`src/rtl/fwd_pkg.sv`:
```
// fwd_pkg: forwarding source encoding and default widths for operand_forward_unit
package fwd_pkg;
  typedef enum logic [1:0] {
    FWD_RF  = 2'd0,
    FWD_WB  = 2'd1,
    FWD_MEM = 2'd2,
    FWD_EX  = 2'd3
  } fwd_src_e;
  localparam int DATA_W_DEF = 32;
  localparam int ADDR_W_DEF = 5;
  localparam int N_RD_DEF   = 2;
endpackage

```
`src/rtl/fwd_operand_mux.sv`:
```
// fwd_operand_mux: one operand's youngest-first forwarding select plus load-use/scoreboard hazard
// Ports: rs/rf_rdata in, EX/MEM/WB write ports in, busy (scoreboard bit for rs) in; data/sel/hazard out.
module fwd_operand_mux
  import fwd_pkg::*;
#(
  parameter int DATA_W = DATA_W_DEF,
  parameter int ADDR_W = ADDR_W_DEF
) (
  input  logic              id_valid,
  input  logic [ADDR_W-1:0] rs,
  input  logic [DATA_W-1:0] rf_rdata,
  input  logic              ex_wr_en,
  input  logic              ex_is_load,
  input  logic [ADDR_W-1:0] ex_rd,
  input  logic [DATA_W-1:0] ex_result,
  input  logic              mem_wr_en,
  input  logic [ADDR_W-1:0] mem_rd,
  input  logic [DATA_W-1:0] mem_result,
  input  logic              wb_wr_en,
  input  logic [ADDR_W-1:0] wb_rd,
  input  logic [DATA_W-1:0] wb_data,
  input  logic              busy,
  input  logic              mc_done,
  input  logic [ADDR_W-1:0] mc_done_rd,
  output logic [DATA_W-1:0] data,
  output logic [1:0]        sel,
  output logic              hazard
);
  logic nz, ex_hit, mem_hit, wb_hit, load_use, sb_hit;
  fwd_src_e src;
  always_comb begin
    nz       = |rs;
    ex_hit   = ex_wr_en && !ex_is_load && ex_rd == rs;
    mem_hit  = mem_wr_en && mem_rd == rs;
    wb_hit   = wb_wr_en && wb_rd == rs;
    src      = !nz ? FWD_RF : ex_hit ? FWD_EX : mem_hit ? FWD_MEM : wb_hit ? FWD_WB : FWD_RF;
    data     = !nz ? '0 : src == FWD_EX ? ex_result : src == FWD_MEM ? mem_result :
               src == FWD_WB ? wb_data : rf_rdata;
    sel      = src;
    // a load in EX has no data yet; its consumer waits one cycle and picks it up from MEM
    load_use = id_valid && nz && ex_wr_en && ex_is_load && ex_rd == rs;
    // a multi-cycle result completing this cycle arrives on wb_data, so it is bypassed
    sb_hit   = id_valid && nz && busy && !(mc_done && mc_done_rd == rs);
    hazard   = load_use || sb_hit;
  end
endmodule

```
`src/rtl/operand_forward_unit.sv`:
```
// operand_forward_unit: ID-stage operand forwarding, load-use and multi-cycle scoreboard stall
// Ports: id_rs/rf_rdata and EX/MEM/WB/mc_* pipeline inputs; op_data, fwd_sel, id_stall, busy_vec out.
// FWD_STATS_EN adds saturating stall_cnt and fwd_cnt outputs.
module operand_forward_unit
  import fwd_pkg::*;
#(
  parameter int DATA_W = DATA_W_DEF,
  parameter int ADDR_W = ADDR_W_DEF,
  parameter int N_RD   = N_RD_DEF
) (
  input  logic                   clk,
  input  logic                   rst,
  input  logic                   id_valid,
  input  logic [N_RD*ADDR_W-1:0] id_rs,
  input  logic [N_RD*DATA_W-1:0] rf_rdata,
  input  logic                   ex_wr_en,
  input  logic                   ex_is_load,
  input  logic [ADDR_W-1:0]      ex_rd,
  input  logic [DATA_W-1:0]      ex_result,
  input  logic                   mem_wr_en,
  input  logic [ADDR_W-1:0]      mem_rd,
  input  logic [DATA_W-1:0]      mem_result,
  input  logic                   wb_wr_en,
  input  logic [ADDR_W-1:0]      wb_rd,
  input  logic [DATA_W-1:0]      wb_data,
  input  logic                   mc_issue,
  input  logic [ADDR_W-1:0]      mc_rd,
  input  logic                   mc_done,
  input  logic [ADDR_W-1:0]      mc_done_rd,
  output logic [N_RD*DATA_W-1:0] op_data,
  output logic [N_RD*2-1:0]      fwd_sel,
  output logic                   id_stall,
  output logic [2**ADDR_W-1:0]   busy_vec
`ifdef FWD_STATS_EN
  ,
  output logic [31:0]            stall_cnt,
  output logic [31:0]            fwd_cnt
`endif
);
  logic [2**ADDR_W-1:0] busy_q, busy_d, busy_eff;
  logic [N_RD-1:0] haz;
  // reset must mask the scoreboard immediately, not only after the edge
  assign busy_eff = rst ? '0 : busy_q;
  assign busy_vec = busy_q;
  assign id_stall = |haz;
  for (genvar g = 0; g < N_RD; g++) begin : g_op
    fwd_operand_mux #(.DATA_W(DATA_W), .ADDR_W(ADDR_W)) u_mux (
      .id_valid  (id_valid),
      .rs        (id_rs[g*ADDR_W +: ADDR_W]),
      .rf_rdata  (rf_rdata[g*DATA_W +: DATA_W]),
      .ex_wr_en  (ex_wr_en),
      .ex_is_load(ex_is_load),
      .ex_rd     (ex_rd),
      .ex_result (ex_result),
      .mem_wr_en (mem_wr_en),
      .mem_rd    (mem_rd),
      .mem_result(mem_result),
      .wb_wr_en  (wb_wr_en),
      .wb_rd     (wb_rd),
      .wb_data   (wb_data),
      .busy      (busy_eff[id_rs[g*ADDR_W +: ADDR_W]]),
      .mc_done   (mc_done),
      .mc_done_rd(mc_done_rd),
      .data      (op_data[g*DATA_W +: DATA_W]),
      .sel       (fwd_sel[g*2 +: 2]),
      .hazard    (haz[g])
    );
  end
  // clear before set so a same-cycle done/issue to one register leaves it busy
  always_comb begin
    busy_d = busy_q;
    if (mc_done) busy_d[mc_done_rd] = 1'b0;
    if (mc_issue && !id_stall) busy_d[mc_rd] = 1'b1;
    busy_d[0] = 1'b0;
  end
  always_ff @(posedge clk) busy_q <= rst ? '0 : busy_d;
`ifdef FWD_STATS_EN
  logic [31:0] stall_q, stall_d, fwd_q, fwd_d;
  always_comb begin
    stall_d = (id_stall && ~&stall_q) ? stall_q + 32'd1 : stall_q;
    fwd_d   = (|fwd_sel && !id_stall && ~&fwd_q) ? fwd_q + 32'd1 : fwd_q;
  end
  always_ff @(posedge clk) begin
    stall_q <= rst ? '0 : stall_d;
    fwd_q   <= rst ? '0 : fwd_d;
  end
  assign stall_cnt = stall_q;
  assign fwd_cnt   = fwd_q;
`endif
endmodule

```
`config.mk`:
```
export PLATFORM = sky130hd
export DESIGN_NAME = operand_forward_unit
export DESIGN_NICKNAME = d
export VERILOG_FILES = /design/src/rtl/fwd_pkg.sv /design/src/rtl/fwd_operand_mux.sv /design/src/rtl/operand_forward_unit.sv
export SDC_FILE = /design/constraint.sdc
export NUM_CORES = 1
export LEC_CHECK = 0
export BUFFER_PORTS_ARGS = -buffer_cell sky130_fd_sc_hd__buf_2
export CAP_MARGIN = 40
export CORE_AREA = 2 2 117 119
export CTS_CLUSTER_DIAMETER = 60
export DETAILED_ROUTE_END_ITERATION = 8
export DIE_AREA = 0 0 119 121
export PLACE_DENSITY = 0.7
export SETUP_SLACK_MARGIN = 0.2
export SYNTH_ARGS = -nofsm -noshare
export SYNTH_HDL_FRONTEND = slang
export SYNTH_SLANG_ARGS = --single-unit
```
`constraint.sdc`:
```
create_clock -name clk -period 4.4 [get_ports clk]
set_input_delay 1.1 -clock clk [delete_from_list [all_inputs] [get_ports clk]]
set_output_delay 1.1 -clock clk [all_outputs]
set_load 0.02 [all_outputs]
```
==> impl_metrics.toml <==
[run_status]
outcome = "completed"

[floorplanning]
die-height_um = 121
initial_core_util = 0.3927
die_w_um = 119
boundaryPins = 305
core_area_um2 = 13090
rows = 42
die-area_um2 = 14400

[detailed_routing]
drt_iter0_drc = 812
routed_wl_um = 24760
vias_per_cell = 6.001
vias = 7123
wire_per_inst_um = 20.86
ant_nets = 0
drc_errors = 0
dr.pass1.iters = 5

[clock_tree]
clockBufferDepth = 2
cts_hold_buf = 0
root_buffer = "clkbuf_16"
clock_sinks = 31
clock_latency_ns = 0.28
cts_tree = "done"
cts_buffers = 5
clk_pin_slew_ns = 0.05
h-tree-depth = 2

[timing]
finalHoldViolCount = 0
relSlewSlack = 0.6537
layout_min_cycle_time_ns = 4.159
setup_viol = 0
rsz0062_at_grt = "true"
skew_ns = 0.006125
min_period_over_period = 0.9452
worst_pin_slew_ns = 0.5184
hold_ws_ns = 0.5239
finalMaxSlewViolations = 0
fmax_mhz = 240.5

[placed_design]
gp_congestion = 1.028
placed_cell_area_um2 = 6810
dp_hpwl_um = 19260
port_buffers = 303

[power]
power_density_nw_per_um2 = 170.3
ir_drop_uv = 260.9
leakagePower_nw = 3.341
total_power_mw = 1.239

[global_routing]
grt_overflow = 0
antenna_found_initial = 13
grt_max_degree = 67
grt_first_pass_wirelength_um = 35990
grt_pass1_vias = 6373
grt_usage = 0.3165

[finish]
syn_to_final_growth_pct = 41.54
fillCellCount = 1328
final_area_um2 = 7273
largest_reg_flops = 31
final_nets = 1208
drive_above_1_share = 0.4030

[critical_path]
cpPeakStageDelay_ns = 0.54
path_class = "in -> out"
rr_startpoint = "busy_vec[26]$_SDFF_PP0_"
crit_start = "id_rs[7]"
crit_end = "op_data[40]"
reg2reg_depth = 7
r2r_setup_slack_ns = 2.15
cp-start-kind = "primary input"
path_cells = "buf_2 > or4_4 > nor2_4 > nor4_4 > buf_6 > buf_6 > mux2i_1 > a211o_1 > a21oi_1 > buf_4"
worst_ep_required_time_ns = 3.30
cp-end-kind = "output port"
critPathSlowestCell = "or4_4"
rr_endpoint = "busy_vec[11]$_SDFF_PP0_"
cp_max_fo = 8
worst_path_most_repeated_cell = "buf_6"
worstPathArrival_ns = 3.06

[synthesis]
async_reset_ff_frac = 0
synth_top_area_share = 0.1208
synthFlopType = "dfxtp_1"
syn_area_per_cell_um2 = 7.049
synth_commonest_cells = "nor2_1, nand3_1, nand2_1, clkbuf_1, mux2i_1"
yosysWarnings = 0
netlist_area_um2 = 5139
synthTopCellsByArea = "dfxtp_1, mux2i_1, nand3_1, nor2_1, a211o_1"
synth-edff-count = 0
yosysSeqAreaShare = 0.1208
netlist_instances = 729
synth.largest_area_cell = "dfxtp_1"
synth_cell_type_count = 63
synth_nets = 933
ys_seq_elements = 31
yosysMostFrequentCell = "nor2_1"

[hold_path]
hp-class = "reg -> reg"

[job]
drv_cap = 0
==> per-layer routing <==
metal / part of all wire / wire, µm / vias to the layer above / track usage
li1: - / - / 3285 / -
met1: 0.40 / 9832 / 3285 / 0.4093
met2: 0.46 / 11430 / 456 / 0.5068
met3: 0.097 / 2411 / 83 / 0.07895
met4: 0.040 / 996 / 14 / 0.1228
met5: 0.0037 / 91 / - / 0
==> repair_timing <==
| item | 4_1_cts | 5_1_grt |
|---|---|---|
| pin swaps | 4 | 8 |
| buffers inserted | 3 | 9 |
| gates cloned | 0 | 1 |
| gates resized for setup | 16 | 33 |
| hold endpoints to repair | 0 | 0 |
| setup endpoints to repair | 28 | 56 |
==> worst max-delay path: cells and delay by family <==
kind,cells,cell delay (ns)
and+or+nand+nor,3,0.76
muxes,1,0.13
AOI/OAI and AO/OA,2,0.45
buffers and inverters,4,0.59
==> cells by family (layout without fill, tap and decap cells) <==
family | count (synthesis) | after routing | share of synthesized area
compound gates | 255 | 255 | 0.3460
xor+xnor | 39 | 39 | 0.06647
buf+inv | 89 | 365 | 0.09618
flops | 31 | 31 | 0.1208
mux | 55 | 55 | 0.1247
other cells | 1 | 7 | 0.0007298
simple gates | 259 | 259 | 0.2452
==> worst min-delay path by stage <==
stage	startpoint	slack [ns]	endpoint	cells after the start
floorplan	busy_vec[11]$_SDFF_PP0_	0.57	busy_vec[11]$_SDFF_PP0_	2
global placement	busy_vec[9]$_SDFF_PP0_	0.51	busy_vec[9]$_SDFF_PP0_	2
detailed placement	busy_vec[9]$_SDFF_PP0_	0.51	busy_vec[9]$_SDFF_PP0_	2
CTS	busy_vec[9]$_SDFF_PP0_	0.52	busy_vec[9]$_SDFF_PP0_	2
global route	busy_vec[9]$_SDFF_PP0_	0.55	busy_vec[9]$_SDFF_PP0_	2
finish	busy_vec[9]$_SDFF_PP0_	0.52	busy_vec[9]$_SDFF_PP0_	2
==> metrics by stage <==
stage / setup WS [ns] / util / std cells / TNS [ns]
floorplan: 0.2915 / - / 729 / 0
global placement: -0.2747 / 0.5187 / 1158 / -4.000
detailed placement: 0.02995 / 0.5205 / 1160 / 0
CTS: 0.1001 / 0.5387 / 1171 / 0
global route: 0.1835 / 0.5558 / 1187 / 0
finish: 0.2412 / 0.5558 / 1187 / 0
==> power by group <==
part | internal [mW] | total, mW | switching, mW | leakage (nW)
sequential | 0.285 | 0.289 | 0.00439 | 0.250
clock | 0.240 | 0.357 | 0.116 | 0.0772
combinational | 0.254 | 0.593 | 0.339 | 3.01
==> cell usage in the layout, fill, tap and decap left out, types with 3 or more instances in the layout <==
master,netlist,routed
nor2_4,2,3
nor2_1,77,76
nand2_1,57,57
nor2b_1,8,8
clkbuf_16,0,6
buf_12,0,12
or2_2,3,3
a21oi_2,0,7
buf_4,3,45
nor4_2,0,5
o211ai_1,29,29
dfxtp_1,31,31
o2111ai_1,9,9
inv_1,5,5
a31oi_1,33,32
nor3b_1,4,4
a211o_1,32,32
nor3_1,6,6
buf_2,11,285
diode_2,0,6
o31ai_1,6,6
mux2i_1,46,46
buf_6,9,7
a22o_1,32,32
nand3_1,65,63
xor2_1,26,26
xnor2_1,13,13
mux4_2,7,7
nand3b_1,4,4
or3b_2,3,3
and3_1,10,10
a21oi_1,38,31
o21ai_0,41,39
o21ai_1,18,20
==> final cells by class <==
cell class	count	area [µm²]	share of cell area
well taps	176	220.2	0.03028
multi-input cells	609	4119	0.5663
clock buffers	8	156.4	0.02150
repair buffers	352	2123	0.2919
inverters	5	18.77	0.002580
flip-flops and latches	31	620.6	0.08533
diodes	6	15.01	0.002064
Power figures use the tool's default switching activity.
